## config.mk

```make
export PLATFORM = sky130hd
export DESIGN_NAME = countdown_timer
export DESIGN_NICKNAME = d
export VERILOG_FILES = /design/src/rtl/countdown_timer.sv
export SDC_FILE = /design/constraint.sdc
export NUM_CORES = 1
export LEC_CHECK = 0
export BUFFER_PORTS_ARGS = -buffer_cell sky130_fd_sc_hd__buf_2
export CAP_MARGIN = 20
export CORE_MARGIN = 2
export CORE_UTILIZATION = 59
export DETAILED_ROUTE_END_ITERATION = 12
export MAX_ROUTING_LAYER = met4
export PLACE_DENSITY = 0.84
export SLEW_MARGIN = 20
export SYNTH_ARGS = -nofsm -noshare
export SYNTH_HDL_FRONTEND = slang
export SYNTH_SLANG_ARGS = --single-unit
export TNS_END_PERCENT = 100
```

## constraint.sdc

```tcl
create_clock -name clk -period 3.8 [get_ports clk]
set_input_delay 0.95 -clock clk [delete_from_list [all_inputs] [get_ports clk]]
set_output_delay 0.95 -clock clk [all_outputs]
set_load 0.01 [all_outputs]
```

## src/rtl/countdown_timer.sv

```systemverilog
// countdown_timer: loadable down-counter with prescaler, one-shot or
// auto-reload modes, and a one-cycle terminal-count pulse.
//
// Ports:
//   clk, rst_n      clock and asynchronous active-low reset
//   start, stop     (re)start counting / abort to idle; stop wins
//   en              count enable, low freezes prescaler and count
//   reload          auto-reload select, latched on start
//   presc           tick every presc+1 enabled clocks, latched on start
//   load_val        initial count, latched on start
//   count           current count value
//   tc              terminal-count pulse, one cycle wide
//   busy            high while counting
//   done            high once a one-shot count has expired
module countdown_timer #(
    parameter int WIDTH   = 8,
    parameter int PRESC_W = 4
) (
    input  logic               clk,
    input  logic               rst_n,
    input  logic               start,
    input  logic               stop,
    input  logic               en,
    input  logic               reload,
    input  logic [PRESC_W-1:0] presc,
    input  logic [WIDTH-1:0]   load_val,
    output logic [WIDTH-1:0]   count,
    output logic               tc,
    output logic               busy,
    output logic               done
);

    typedef enum logic [1:0] {
        IDLE = 2'd0,
        RUN  = 2'd1,
        DONE = 2'd2
    } state_t;

    state_t             state;
    logic [WIDTH-1:0]   reload_val;
    logic [PRESC_W-1:0] presc_q;
    logic [PRESC_W-1:0] pcnt;
    logic               reload_q;

    always_ff @(posedge clk or negedge rst_n) begin
        if (!rst_n) begin
            state      <= IDLE;
            count      <= '0;
            tc         <= 1'b0;
            busy       <= 1'b0;
            done       <= 1'b0;
            reload_val <= '0;
            presc_q    <= '0;
            reload_q   <= 1'b0;
            pcnt       <= '0;
        end else begin
            // tc is a pulse: only the expiring/reloading edge raises it
            tc <= 1'b0;
            if (stop) begin
                // count keeps whatever value it had when aborted
                state <= IDLE;
                busy  <= 1'b0;
                done  <= 1'b0;
            end else if (start) begin
                reload_val <= load_val;
                presc_q    <= presc;
                reload_q   <= reload;
                pcnt       <= '0;
                if (load_val != '0) begin
                    count <= load_val;
                    state <= RUN;
                    busy  <= 1'b1;
                    done  <= 1'b0;
                end else begin
                    // a zero load expires at once, even in reload mode
                    count <= '0;
                    tc    <= 1'b1;
                    state <= DONE;
                    busy  <= 1'b0;
                    done  <= 1'b1;
                end
            end else if (state == RUN && en) begin
                if (pcnt == presc_q) begin
                    pcnt <= '0;
                    if (count > WIDTH'(1)) begin
                        count <= count - WIDTH'(1);
                    end else if (count == WIDTH'(1)) begin
                        tc <= 1'b1;
                        if (reload_q) begin
                            // reload skips zero so the period stays N ticks
                            count <= reload_val;
                        end else begin
                            count <= '0;
                            state <= DONE;
                            busy  <= 1'b0;
                            done  <= 1'b1;
                        end
                    end
                end else begin
                    pcnt <= pcnt + PRESC_W'(1);
                end
            end
        end
    end

endmodule

```

# Yosys cells after proc, flatten, opt, wreduce, memory -nomap -nowiden
# Cells that the tools add are included.
dict set report totals {
  regBits 30
  in_bits 18
  out_inout_bits 11
  wordCells 70
}
dict set report classes {
  add_sub_neg 2
  n_lt_le_gt_ge 1
  n_eq_ne 5
  n_mux 40
  bitwise 1
  reduce_logical 12
}
# cell n
set op_table {}
lappend op_table {{8-bit 2-to-1 mux} 7}
lappend op_table {{1-bit 2-to-1 mux} 22}
lappend op_table {{2-bit 2-to-1 mux} 8}
lappend op_table {{4-bit 2-to-1 mux} 3}
lappend op_table {{3-bit nonzero test} 4}
lappend op_table {{8-bit by 1-bit equality test with 1-bit output (second input constant)} 1}
lappend op_table {{8-bit by 1-bit greater-than comparator with 1-bit output (second input constant)} 1}
lappend op_table {{8-bit nonzero test} 1}
lappend op_table {{8-bit by 1-bit subtractor with 8-bit output (second input constant)} 1}
lappend op_table {{3-bit inequality test (second input constant)} 2}
lappend op_table {{5-bit AND reduction} 1}
lappend op_table {{4-bit by 1-bit adder with 4-bit output (second input constant)} 1}
lappend op_table {{4-bit equality test} 1}
lappend op_table {{2-bit AND reduction} 2}
lappend op_table {{4-bit AND reduction} 1}
lappend op_table {{2-bit nonzero test} 2}
lappend op_table {{2-bit by 1-bit equality test with 1-bit output (second input constant)} 1}
lappend op_table {{1-bit logical AND} 1}
lappend op_table {{1-bit inverter} 1}

# Depth between registers and ports, before layout
# Gate-level depths: netlist (run 1).
dict set report depth {
  depth_word 7
  mapped_depth 7
  ltp_nobuf 7
}

# Worst setup path after synthesis (run 1)
# Ideal clock, no wire load.
dict set report synth_path {
  path_type {input-to-reg}
  from {input start}
  to {register presc_q[3]}
  setup_time_ps 125
  arrival_time_ps 2196
  required_ps 3675
  setup_slack_ps 1479
  cell_stages 4
  n_path_buf 2
  cell_sequence {clkbuf_1 -> nor2b_1 -> clkbuf_1 -> mux2_2}
}
dict set report synth_between {
  elab_chain_cells 1
}
# element line
set synth_lines {}
lappend synth_lines {{start: declaration} 21} ;# input logic start,
lappend synth_lines {{2-bit AND reduction (no line)} -}
lappend synth_lines {{end signal: assignment} 66} ;# presc_q <= presc;
lappend synth_lines {{end: declaration} 41} ;# logic [PRESC_W-1:0] presc_q;
# No other way between the ends.
# A chain may end at the register's enable or synchronous reset.

# Worst setup path after layout (run 1)
dict set report layout_path {
  from {register count[5]}
  to {register count[5]}
}
dict set report layout_between {
  elab_chain_cells 5
  elab_cells_between_ends 9
  classes_between {1 x add/sub; 1 x order compare; 1 x eq/ne; 4 x mux; 2 x reduce/logical}
}
# element line
set layout_lines {}
lappend layout_lines {{start: declaration} 27} ;# output logic [WIDTH-1:0] count,
lappend layout_lines {{start signal: assignment} 70} ;# count <= load_val;
lappend layout_lines {{start signal: assignment} 86} ;# count <= count - WIDTH'(1);
lappend layout_lines {{start signal: assignment} 91} ;# count <= reload_val;
lappend layout_lines {{8-bit by 1-bit subtractor with 8-bit output / 8-bit by 1-bit greater-than comparator with 1-bit output (equally long branches)} {86, 85}}
lappend layout_lines {{8-bit 2-to-1 mux} 85} ;# if (count > WIDTH'(1)) begin
lappend layout_lines {{8-bit 2-to-1 mux} 83} ;# if (pcnt == presc_q) begin
lappend layout_lines {{8-bit 2-to-1 mux} 82} ;# end else if (state == RUN && en) begin
lappend layout_lines {{8-bit 2-to-1 mux} 64} ;# end else if (start) begin
# Several ways; a longest one is shown, not always the timed one. The select of a mux whose other input is x is not followed.

==> metrics.md, run 1 <==
| Metric | Value |
|---|---|
| Status | finished, final reports clean |
| Cell family with most CP delay | simple AND/OR/NAND/NOR gates |
| Placed Area | 0.00176 mm2 |
| Layout cell share with drive strength beyond 1 | 32.2% |
| I/O Pins | 29 |
| MaxCap Viol Count | 0 |
| Async S/R FF share, synth | 100% |
| Antenna Violating Nets Remaining | 0 |
| DRT Wirelength | ~3.4 mm |
| Total GRT Usage | 24.1% |
| First-pass GRT wire length | 5.92 mm |
| CP Capture Type | flip-flop |
| Worst path slowest cell | or4_4 |
| Die H | 56.3 um |
| Met3 wire len | 216 um |
| Sequential area share after synthesis | about 43% |
| Fin. max-slew vios | 0 |
| Top cells by area, synth | dfrtp_1 43%, mux2_2 14%, mux2i_1 5.0% |
| Root Buffer | clkbuf_4 |
| Slew HR | 44.6% |
| Design area | 0.00181 mm2 |
| Area of the multi-input gates | 860 um2 |
| Slowest cell delay on critical path | 0.60 ns |
| Synthesized area | ~0.0016 mm2 |
| Final worst path period share | 63.1% |
| Crit Reg-Reg Endpoint | count[5]$_DFFE_PN0P_ |
| Die area | 0.00317 mm2 |
| CP arrival | 2.63 ns |
| Worst Hold Launch | reload_val[1]$_DFFE_PN0P_ |
| Cell row count | 18 |
| Area growth syn-to-layout | 11.9% |
| Synth area leader | dfrtp_1 |
| CTS Buf Count | 3 |
| M1 wire length | 1.61 mm |
| Bufs and invs on worst path | 0 |
| Max Freq | between 400 and 500 MHz |
| Post_cts resized | 0 |
| Reg2Reg Setup Slack | 1.40 ns |
| Initial DRC Count | 53 |
| Post-synth EDFFs | 0 |
| PortBufs | 28 |
| Synthesized Nets | around 170 |
| Actual slew at the worst max-slew pin | a little over 0.8 ns |
| Worst Skew | 0.00845 ns |
| DR WL/cell | between 15 and 20 um |
| Final Util | a little under three quarters |
| Pin count of the biggest net entering global routing | 29 |
| Hold_buf cts | 0 |
| Vias | 1285 |
| Clock-pin slew on the worst setup and hold paths | 0.15 ns |
| Final net count | roughly 200 |
| Pre-Repair DR Iteration Count | 4 |
| Dpl hpwl | 2.53 mm |
| Register area | ~700 um2 |
| Crit path kind | reg2reg |
| Hold depth | 1 |
| Type of origin of the critical path | flip-flop |
| Worst Reg-to-Reg Cells | 4 |
| Synthesized area per cell | 10.6 um2 |
| Worst-skew pair later-pin latency | 0.33 ns |
| Leakage | 0.813 nW |
| Hold WC Path Type | reg2reg |
| CP required | 4.03 ns |
| CP Max Fanout | 8 |
| Reg-to-reg startpoint | count[5]$_DFFE_PN0P_ |
| Cell with the most instances after synthesis | dfrtp_1 |
| Final Power | 1.00 mW |
| Synth Instances | ~150 |
| VDD IR max | roughly 0.38 mV |
| Metal2 WL | about 1.6 mm |
| Setup bufs post-CTS | 0 |
| ANT cells | 0 |
| TNS Setup | 0 ns |
| CP Cell Sequence | or4_4, nor4_4, a211o_2, mux2_2 |
| YS warnings | 0 |
| Vias in the first global route | approximately 1.3k |
| Synth top cells by count | 28 x dfrtp_1, 20 x mux2_2, 13 x nand2_1 |
| PwrDens | 554 mW/mm2 |
| Vias per cell | between 6 and 7 |
| CTS Sinks | 28 |
| Top sig layer | met4 |
| Routability cong. | 1.00 |
| Clk buf depth | 2 |
| TritonCTS clock tree | yes |
| Grt ovf | 0 |
| Setup violations, final | 0 |
| Layout fillers | around 180 |
| Initial antenna violation count | 0 |
| Synth unique cells | 40 |
| Most used DFF post-synth | dfrtp_1 |
| H-tree depth | 1 |
| Final Hold Viols | 0 |
| Unrepaired setup endpoints after global routing | false |
| Die Span X | 56.3 um |
| #FFs+latches synth | 28 |
| Core Area | 0.00254 mm2 |
| Crit path time final | around 2.4 ns |
| Initial core utilization | 63.5% |
| Top cell type's share of synthesized area | 43.3% |
| Drt drc | 0 |
| Worst Hold Endpoint | reload_val[1]$_DFFE_PN0P_ |
placed cells by master, fill, tap and decap left out, types with 3 or more instances in the layout:
cell,Yosys,routed
dfrtp_1,28,28
buf_2,0,28
mux2_2,20,20
nand2_1,13,13
nor2_1,8,8
mux2i_1,8,8
o21ai_0,7,7
a21oi_1,7,7
xor2_1,6,6
nor4_1,5,5
inv_1,3,3
nor2b_1,3,3
ha_1,3,3
clkbuf_4,0,3
registers in the layout, indices dropped and copies added, names as in the netlist:
| signal | cells |
|---|---|
| tc | 1 |
| presc_q | 4 |
| pcnt | 4 |
| done | 1 |
| count | 8 |
| reload_val | 8 |
| busy | 1 |
| reload_q | 1 |
stage by stage:
step / worst slack, ns / std cells / hold slack [ns]
after CTS: 1.41 / 207 / 0.531
after detailed placement: 1.42 / 203 / 0.496
after global placement: 1.52 / 203 / 0.491
after global routing: 1.31 / 207 / 0.550
final: 1.40 / 207 / 0.532
after floorplan: 1.48 / 152 / 0.481
routing by layer:
layer	up-vias	GRT usage (%)
li1	607	-
met1	623	35.9
met2	51	36.0
met3	4	3.23
met4	0	4.08
met5	-	-
how the worst max path moves through the flow:
stage                          from                endpoint  slack, ns  depth (start not counted)
2_1_floorplan                 start  presc_q[3]$_DFFE_PN0P_       1.48                          4
3_3_place_gp   count[4]$_DFFE_PN0P_    count[6]$_DFFE_PN0P_       1.52                          4
3_5_place_dp   count[4]$_DFFE_PN0P_    count[5]$_DFFE_PN0P_       1.42                          4
4_1_cts        count[5]$_DFFE_PN0P_    count[5]$_DFFE_PN0P_       1.41                          4
5_1_grt        count[5]$_DFFE_PN0P_    count[2]$_DFFE_PN0P_       1.31                          4
6_report       count[5]$_DFFE_PN0P_    count[5]$_DFFE_PN0P_       1.40                          4
worst reg2reg max path, stage by stage, from the launching register on:
cell,delay (ns)
dfrtp_1,0.46
or4_4,0.60
nor4_4,0.51
a211o_2,0.36
mux2_2,0.37
cell families (layout without fill, tap and decap cells):
logic type | count (synthesis) | in the layout | share of synthesized area [%]
xor gates and xnor gates | 6 | 6 | 3.25
and+or+nand+nor | 47 | 47 | 16.7
adders and majority gates | 3 | 3 | 2.32
muxes | 28 | 28 | 18.9
buffers and inverters | 11 | 36 | 3.48
DFF | 28 | 28 | 43.3
AOI/OAI and AO/OA | 29 | 29 | 12.0
cell type report:
class / count / area share, %
multi-input combinational: 113 / 47.5
sequential: 28 / 38.7
timing repair buffer: 29 / 8.16
tap: 30 / 2.07
clock inverter: 1 / 1.66
clock buffer: 3 / 1.24
inverter: 3 / 0.622
where the power goes:
group          internal [mW]  total [mW]  switching (mW)
clock                  0.107       0.195          0.0882
combinational          0.167       0.347           0.180
sequential             0.361       0.460          0.0981
No activity file was read; power rests on OpenSTA's default activity.
==> inputs of run 2 (changes only) <==
Settings changed: CORE_UTILIZATION 59 to 49, PLACE_DENSITY 0.84 to 0.74.
Clock period 3.8 ns to 2.1 ns, I/O delays scaled along.
==> run 2 against run 1 <==
Combinational power up 110%. Power is 76% higher. Global-route usage is 2.6 points lower. Critical path depth up 2. Utilization is 10 points lower. Clock skew about the same. Sequential power increased by 74%. Final area up 4.4%. Sequential cell count stayed put. Worst hold slack got worse by 0.34 ns. Clock power is 14% higher. Critical endpoint unchanged. Largest cell class unchanged. Highest routed layer unchanged.
==> metrics.md, run 2 (synthesis gave the netlist of run 1 again) <==
| Metric | Value |
|---|---|
| Crit path time final | between 2 and 2.5 ns |
| Switching Share | 37.7% |
| Core Area | between 0.003 and 0.004 mm2 |
| Hold_buf cts | 0 |
| PwrDens | 936 mW/mm2 |
| Dpl hpwl | ~2.7 mm |
| Pin count of the biggest net entering global routing | 29 |
| Worst Skew | 0.00882 ns |
| DRT Wirelength | 3.52 mm |
| Reg-to-reg startpoint | count[5]$_DFFE_PN0P_ |
| Final Power | about 1.8 mW |
| Initial antenna violation count | 0 |
| CTS Buf Count | 3 |
| Clock-pin slew on the worst setup and hold paths | 0.15 ns |
| Unrepaired setup endpoints after global routing | false |
| DR WL/cell | 15.2 um |
| Fin. max-slew vios | 0 |
| Clk buf depth | 2 |
| Slew HR | 57.9% |
| Post_cts resized | 0 |
| Hold WC Path Type | in2async |
| Comb pwr share | 42.0% |
| Final worst path period share | between 90% and 100% |
| CP required | 2.34 ns |
| Setup violations, final | 0 |
| Vias | 1288 |
| Final Hold Viols | 0 |
| Pre-Repair DR Iteration Count | 4 |
| CP arrival | between 2 and 2.5 ns |
| Global route hottest layer | met2 |
| ANT cells | 0 |
| Pint | 1.10 mW |
| Root Buffer | clkbuf_4 |
| Area growth syn-to-layout | 16.8% |
| CP Capture Type | flip-flop |
| Final net count | 210 |
| Crit Reg-Reg Endpoint | count[5]$_DFFE_PN0P_ |
| Largest registers | count: 8 flops, reload_val: 8 flops |
| CTS Sinks | 28 |
| Final Util | between 60% and 70% |
| Routing usage on met3 | 2.52% |
| Vias in the first global route | 1246 |
| Die area | 0.00377 mm2 |
| Sequential Power Share | between 40% and 50% |
| Net Switching | 0.667 mW |
| Reg2Reg Setup Slack | about 0.079 ns |
| Crit path kind | reg2reg |
| Grt ovf | 0 |
| Place WS | 0.0788 ns |
| Worst Reg-to-Reg Cells | 6 |
| Commonest non-fill, non-tap cells in the layout | 28 x buf_2, 26 x dfrtp_1, 20 x mux2_2 |
| Type of origin of the critical path | flip-flop |
| Max Freq | 495 MHz |
| Antenna Violating Nets Remaining | 0 |
| VDD IR max | 0.470 mV |
| Worst Slack Setup Final | 0.0794 ns |
| I/O Pins | 29 |
| Cell row count | 20 |
| Clk pwr share | roughly 13% |
| Grt met2 use | around 33% |
| H-tree depth | 1 |
| Die Span X | 61.4 um |
| TritonCTS clock tree | yes |
| Layout cell share with drive strength beyond 1 | 37.4% |
| Met1 GRT Util | between 20% and 30% |
| PortBufs | 28 |
| Routability cong. | around 0.90 |
| Initial DRC Count | 55 |
| Die H | 61.4 um |
| MaxCap Viol Count | 0 |
| Total GRT Usage | between 20% and 30% |
| Actual slew at the worst max-slew pin | between 0.6 and 0.7 ns |
| Most common cell after layout, fill and taps aside | buf_2 |
| Status | finished, final reports clean |
| CP Max Fanout | 4 |
| Vias per cell | 5.58 |
| Initial core utilization | 52.1% |
| Setup bufs post-CTS | 0 |
| First-pass GRT wire length | 5.75 mm |
| Worst-skew pair later-pin latency | 0.33 ns |
| Hold_ws | 0.189 ns |
| Drt drc | 0 |
| Leakage | 0.854 nW |
-- run 2: changes by cell type in the layout (fill, tap and decap cells not counted), sizes merged --
| cell | delta |
|---|---|
| bufinv | -1 |
| buf | +11 |
-- run 2: worst max path at each step --
stage                               from                    to  slack, ns
finish              count[5]$_DFFE_PN0P_  count[5]$_DFFE_PN0P_       0.08
detailed placement  count[0]$_DFFE_PN0P_  count[6]$_DFFE_PN0P_       0.08
floorplan           count[2]$_DFFE_PN0P_  count[2]$_DFFE_PN0P_      -0.07
global route        count[0]$_DFFE_PN0P_  count[5]$_DFFE_PN0P_      0.002
global placement    count[0]$_DFFE_PN0P_  count[4]$_DFFE_PN0P_       0.08
CTS                 count[0]$_DFFE_PN0P_  count[5]$_DFFE_PN0P_       0.05
-- run 2: final cells by class --
| type | instances | area (um2) |
|---|---|---|
| inverters | 3 | 11.3 |
| repair buffers | 40 | 234 |
| flip-flops and latches | 28 | 703 |
| fillers | 297 | 1210 |
| clock buffers | 3 | 22.5 |
| multi-input cells | 113 | 862 |
| well taps | 44 | 55.1 |
-- run 2: power groups by stage --
stage	Sequential [mW]	Combinational (mW)	Clock, mW
floorplan	0.814	0.446	0
global placement	0.800	0.712	0
detailed placement	0.811	0.733	0
CTS	0.798	0.737	0.231
global route	0.824	0.830	0.253
finish	0.802	0.742	0.223
-- run 2: per-stage QoR --
stage                     setup TNS (ns)  instances  cell area, um2
after floorplan                   -0.402        152            1620
after global placement                 0        228            1860
after detailed placement               0        228            1860
after CTS                              0        231            1880
after global routing                   0        231            1890
final                                  0        231            1890
-- run 2: worst max-delay path, cell delays in order (launching register included) --
cell      delay, ns
dfrtp_1        0.42
or4_4          0.58
nor4_4         0.17
buf_4          0.18
a211oi_2       0.04
a211o_1        0.27
mux2_2         0.26
-- run 2: layer usage --
layer,vias to the layer above,part of all wire (%)
li1,626,-
met1,618,47
met2,38,47
met3,6,4.6
met4,0,1.6
met5,-,0
==> inputs of run 3 (changes only) <==
Settings changed: ABC_AREA set to 1, CORE_UTILIZATION 49 to 50, PLACE_DENSITY 0.74 to 0.75.
==> run 3 against run 2 <==
Die area grew 5.8%. Non-clock buffer count shrank 11. Sequential cell count is the same. Power up 6.3%. Register-to-register slack better by 0.36 ns. Setup slack improved by 0.36 ns. Utilization is 2.0 points lower. First-iteration DRC count rose by 75%. Count of clock-buffer cells in the layout unchanged. Global-route usage shrank 1.3 points. Combinational power increased by 1%. Maximum frequency rose by 22%. Critical path type unchanged.
==> metrics.md, run 3 <==
| Metric | Value |
|---|---|
| Comb pwr share | 39.9% |
| Synth Instances | 238 |
| Synthesized Nets | 259 |
| Vias in the first global route | 1431 |
| Slowest cell delay on critical path | 0.43 ns |
| CTS Sinks | 28 |
| Die H | 63.2 um |
| TritonCTS clock tree | yes |
| Slew HR | 58.5% |
| Antenna Violating Nets Remaining | 0 |
| TNS Setup | 0 ns |
| Top cells by area, synth | dfrtp_1 40%, nand2_1 13%, nand3_1 8.6% |
| Setup violations, final | 0 |
| Hold WC Path Type | in2async |
| Pre-Repair DR Iteration Count | 4 |
| Fin. max-slew vios | 0 |
| Synth unique cells | 25 |
| Synthesized area per cell | 7.36 um2 |
| Final worst path period share | 79.1% |
| First-pass GRT wire length | 6.32 mm |
| Type of origin of the critical path | flip-flop |
| Die area | 0.00399 mm2 |
| Cell family with most CP delay | simple AND/OR/NAND/NOR gates |
| Final Power | 1.88 mW |
| I/O Pins | 29 |
| Clk pwr share | 18.7% |
| Crit Reg-Reg Endpoint | count[4]$_DFFE_PN0P_ |
| Worst path slowest cell | dfrtp_1 |
| Async S/R FF share, synth | 100% |
| DR WL/cell | ~11 um |
| Total GRT Usage | 20.2% |
| Hold_buf cts | 0 |
| Worst Reg-to-Reg Cells | 8 |
| PwrDens | 950 mW/mm2 |
| CTS Buf Count | 3 |
| Initial DRC Count | 96 |
| Routability cong. | 0.911 |
| Final Hold Viols | 0 |
| Synthesized area | 0.00175 mm2 |
| VDD IR max | 0.397 mV |
| Layout cell share with drive strength beyond 1 | 24.2% |
| Net Switching | 0.762 mW |
| Pint | between 1 and 1.5 mW |
| Most common cell after layout, fill and taps aside | nand2_1 |
| Final net count | 287 |
| CP Max Fanout | 8 |
| Top cell type's share of synthesized area | between 40% and 50% |
| Clk buf depth | 2 |
| Max Freq | 602 MHz |
| Setup bufs post-CTS | 0 |
| Drt drc | 0 |
| Clock-pin slew on the worst setup and hold paths | 0.15 ns |
| Crit path time final | 1.66 ns |
| Sequential area share after synthesis | approximately 40% |
| Vias | 1527 |
| MaxCap Viol Count | 0 |
| Cells after DPL | 307 |
| Leakage | 1.07 nW |
| Bufs and invs on worst path | 1 |
| Area growth syn-to-layout | 12.9% |
| CP required | 2.38 ns |
| YS warnings | 0 |
| Dpl hpwl | between 2 and 3 mm |
| Reg2Reg Setup Slack | between 0.4 and 0.5 ns |
| Worst Skew | 0.0119 ns |
| Crit path kind | reg2reg |
| Grt ovf | 0 |
| Largest registers | count: 8 flops, reload_val: 8 flops |
| Fin cells | 311 |
| Pin count of the biggest net entering global routing | 29 |
| Die Span X | 63.2 um |
| #FFs+latches synth | 28 |
| CP Launch Point | count[0]$_DFFE_PN0P_ |
| Root Buffer | clkbuf_4 |
| Switching Share | 40.5% |
| ANT cells | 0 |
| Actual slew at the worst max-slew pin | slightly above 0.6 ns |
| Initial core utilization | between 50 and 60% |
| Status | finished, final reports clean |
| Cell row count | 21 |
| H-tree depth | 1 |
| CP Cell Sequence | inv_1, ha_1, nand2_1, nor2_1, nand4_2, nand3_2, nand2_1, nand2_1 |
| DRT Wirelength | 3.48 mm |
| Worst-skew pair later-pin latency | approximately 0.33 ns |
| Sequential Power Share | between 40% and 50% |
| Vias per cell | between 4 and 5 |
| PortBufs | 28 |
| Initial antenna violation count | 0 |
| Commonest non-fill, non-tap cells in the layout | 62 x nand2_1, 30 x nand3_1, 28 x dfrtp_1, 28 x buf_2, 26 x nor2_1 |
| Post_cts resized | 0 |
| Synth area leader | dfrtp_1 |
| Crit path top cell by count | nand2_1 |
| Cell with the most instances after synthesis | nand2_1 |
| Most used DFF post-synth | dfrtp_1 |
| Unrepaired setup endpoints after global routing | false |
| Post-synth EDFFs | 0 |
| Core Area | ~0.0034 mm2 |
| Synth top cells by count | 62 x nand2_1, 30 x nand3_1, 28 x dfrtp_1 |
| CP Capture Type | flip-flop |
| Reg-to-reg startpoint | count[0]$_DFFE_PN0P_ |
| CP arrival | around 1.9 ns |
| Final Util | 58.8% |
==> run 3: cell types whose count changed after synthesis, moves of 5 or more <==
cell / before / now
inv_1: 3 / 22
nand2_1: 13 / 62
nand2_4: 0 / 5
nor2_1: 8 / 26
mux2i_1: 8 / 0
inv_2: 0 / 7
o21ai_0: 7 / 12
nor4_1: 5 / 0
mux2_2: 20 / 0
nand3_1: 2 / 30
nand2_2: 0 / 6
==> run 3: layer usage <==
metal	up-vias	share of wire, %	GRT usage (%)
li1	813	-	-
met4	0	1.2	6.52
met5	-	0	-
met3	5	4.2	2.50
met1	673	53	29.1
met2	36	41	29.8
==> run 3: power groups by stage <==
stage	sequential, mW	combinational (mW)	clock [mW]
6_report	0.776	0.750	0.352
5_1_grt	0.794	0.867	0.381
4_1_cts	0.773	0.757	0.361
3_5_place_dp	0.784	0.752	0
3_3_place_gp	0.782	0.739	0
2_1_floorplan	0.785	0.544	0
==> run 3: area by class of cell <==
class / instances / area [um2]
fillers: 359 / 1390
multi-input cells: 175 / 911
flip-flops and latches: 28 / 701
repair buffers: 29 / 148
inverters: 29 / 109
well taps: 46 / 57.6
clock inverters: 1 / 30.0
clock buffers: 3 / 22.5
==> run 3: cell families after synthesis <==
| kind of cell | Yosys count | synth area share [%] |
|---|---|---|
| XOR/XNOR | 2 | 1.00 |
| adder cells (fa/ha/maj) | 3 | 2.14 |
| AO/OA/AOI/OAI | 25 | 7.57 |
| buffers and inverters | 35 | 8.00 |
| flip-flops | 28 | 40.0 |
| AND/OR/NAND/NOR | 145 | 41.3 |
==> run 3: worst max path at each step <==
stage | slack (ns) | depth (start not counted) | endpoint
3_3_place_gp | 0.45 | 6 | count[7]$_DFFE_PN0P_
5_1_grt | 0.22 | 8 | count[1]$_DFFE_PN0P_
2_1_floorplan | 0.59 | 8 | count[5]$_DFFE_PN0P_
6_report | 0.44 | 8 | count[4]$_DFFE_PN0P_
3_5_place_dp | 0.40 | 6 | count[4]$_DFFE_PN0P_
4_1_cts | 0.44 | 8 | count[4]$_DFFE_PN0P_
==> run 3: worst register-to-register path, stage by stage (launching register included) <==
cell and delay (ns):
dfrtp_1 0.43, inv_1 0.15, ha_1 0.32, nand2_1 0.09, nor2_1 0.14, nand4_2 0.15, nand3_2 0.18, nand2_1 0.08
nand2_1 0.07
==> run 3: metrics by stage <==
stage	setup slack (ns)	area, um2	hold slack (ns)
finish	0.439	1980	0.179
global route	0.219	1980	0.207
CTS	0.437	1980	0.189
detailed placement	0.396	1930	0.474
global placement	0.447	1930	0.467
floorplan	0.591	1750	0.229
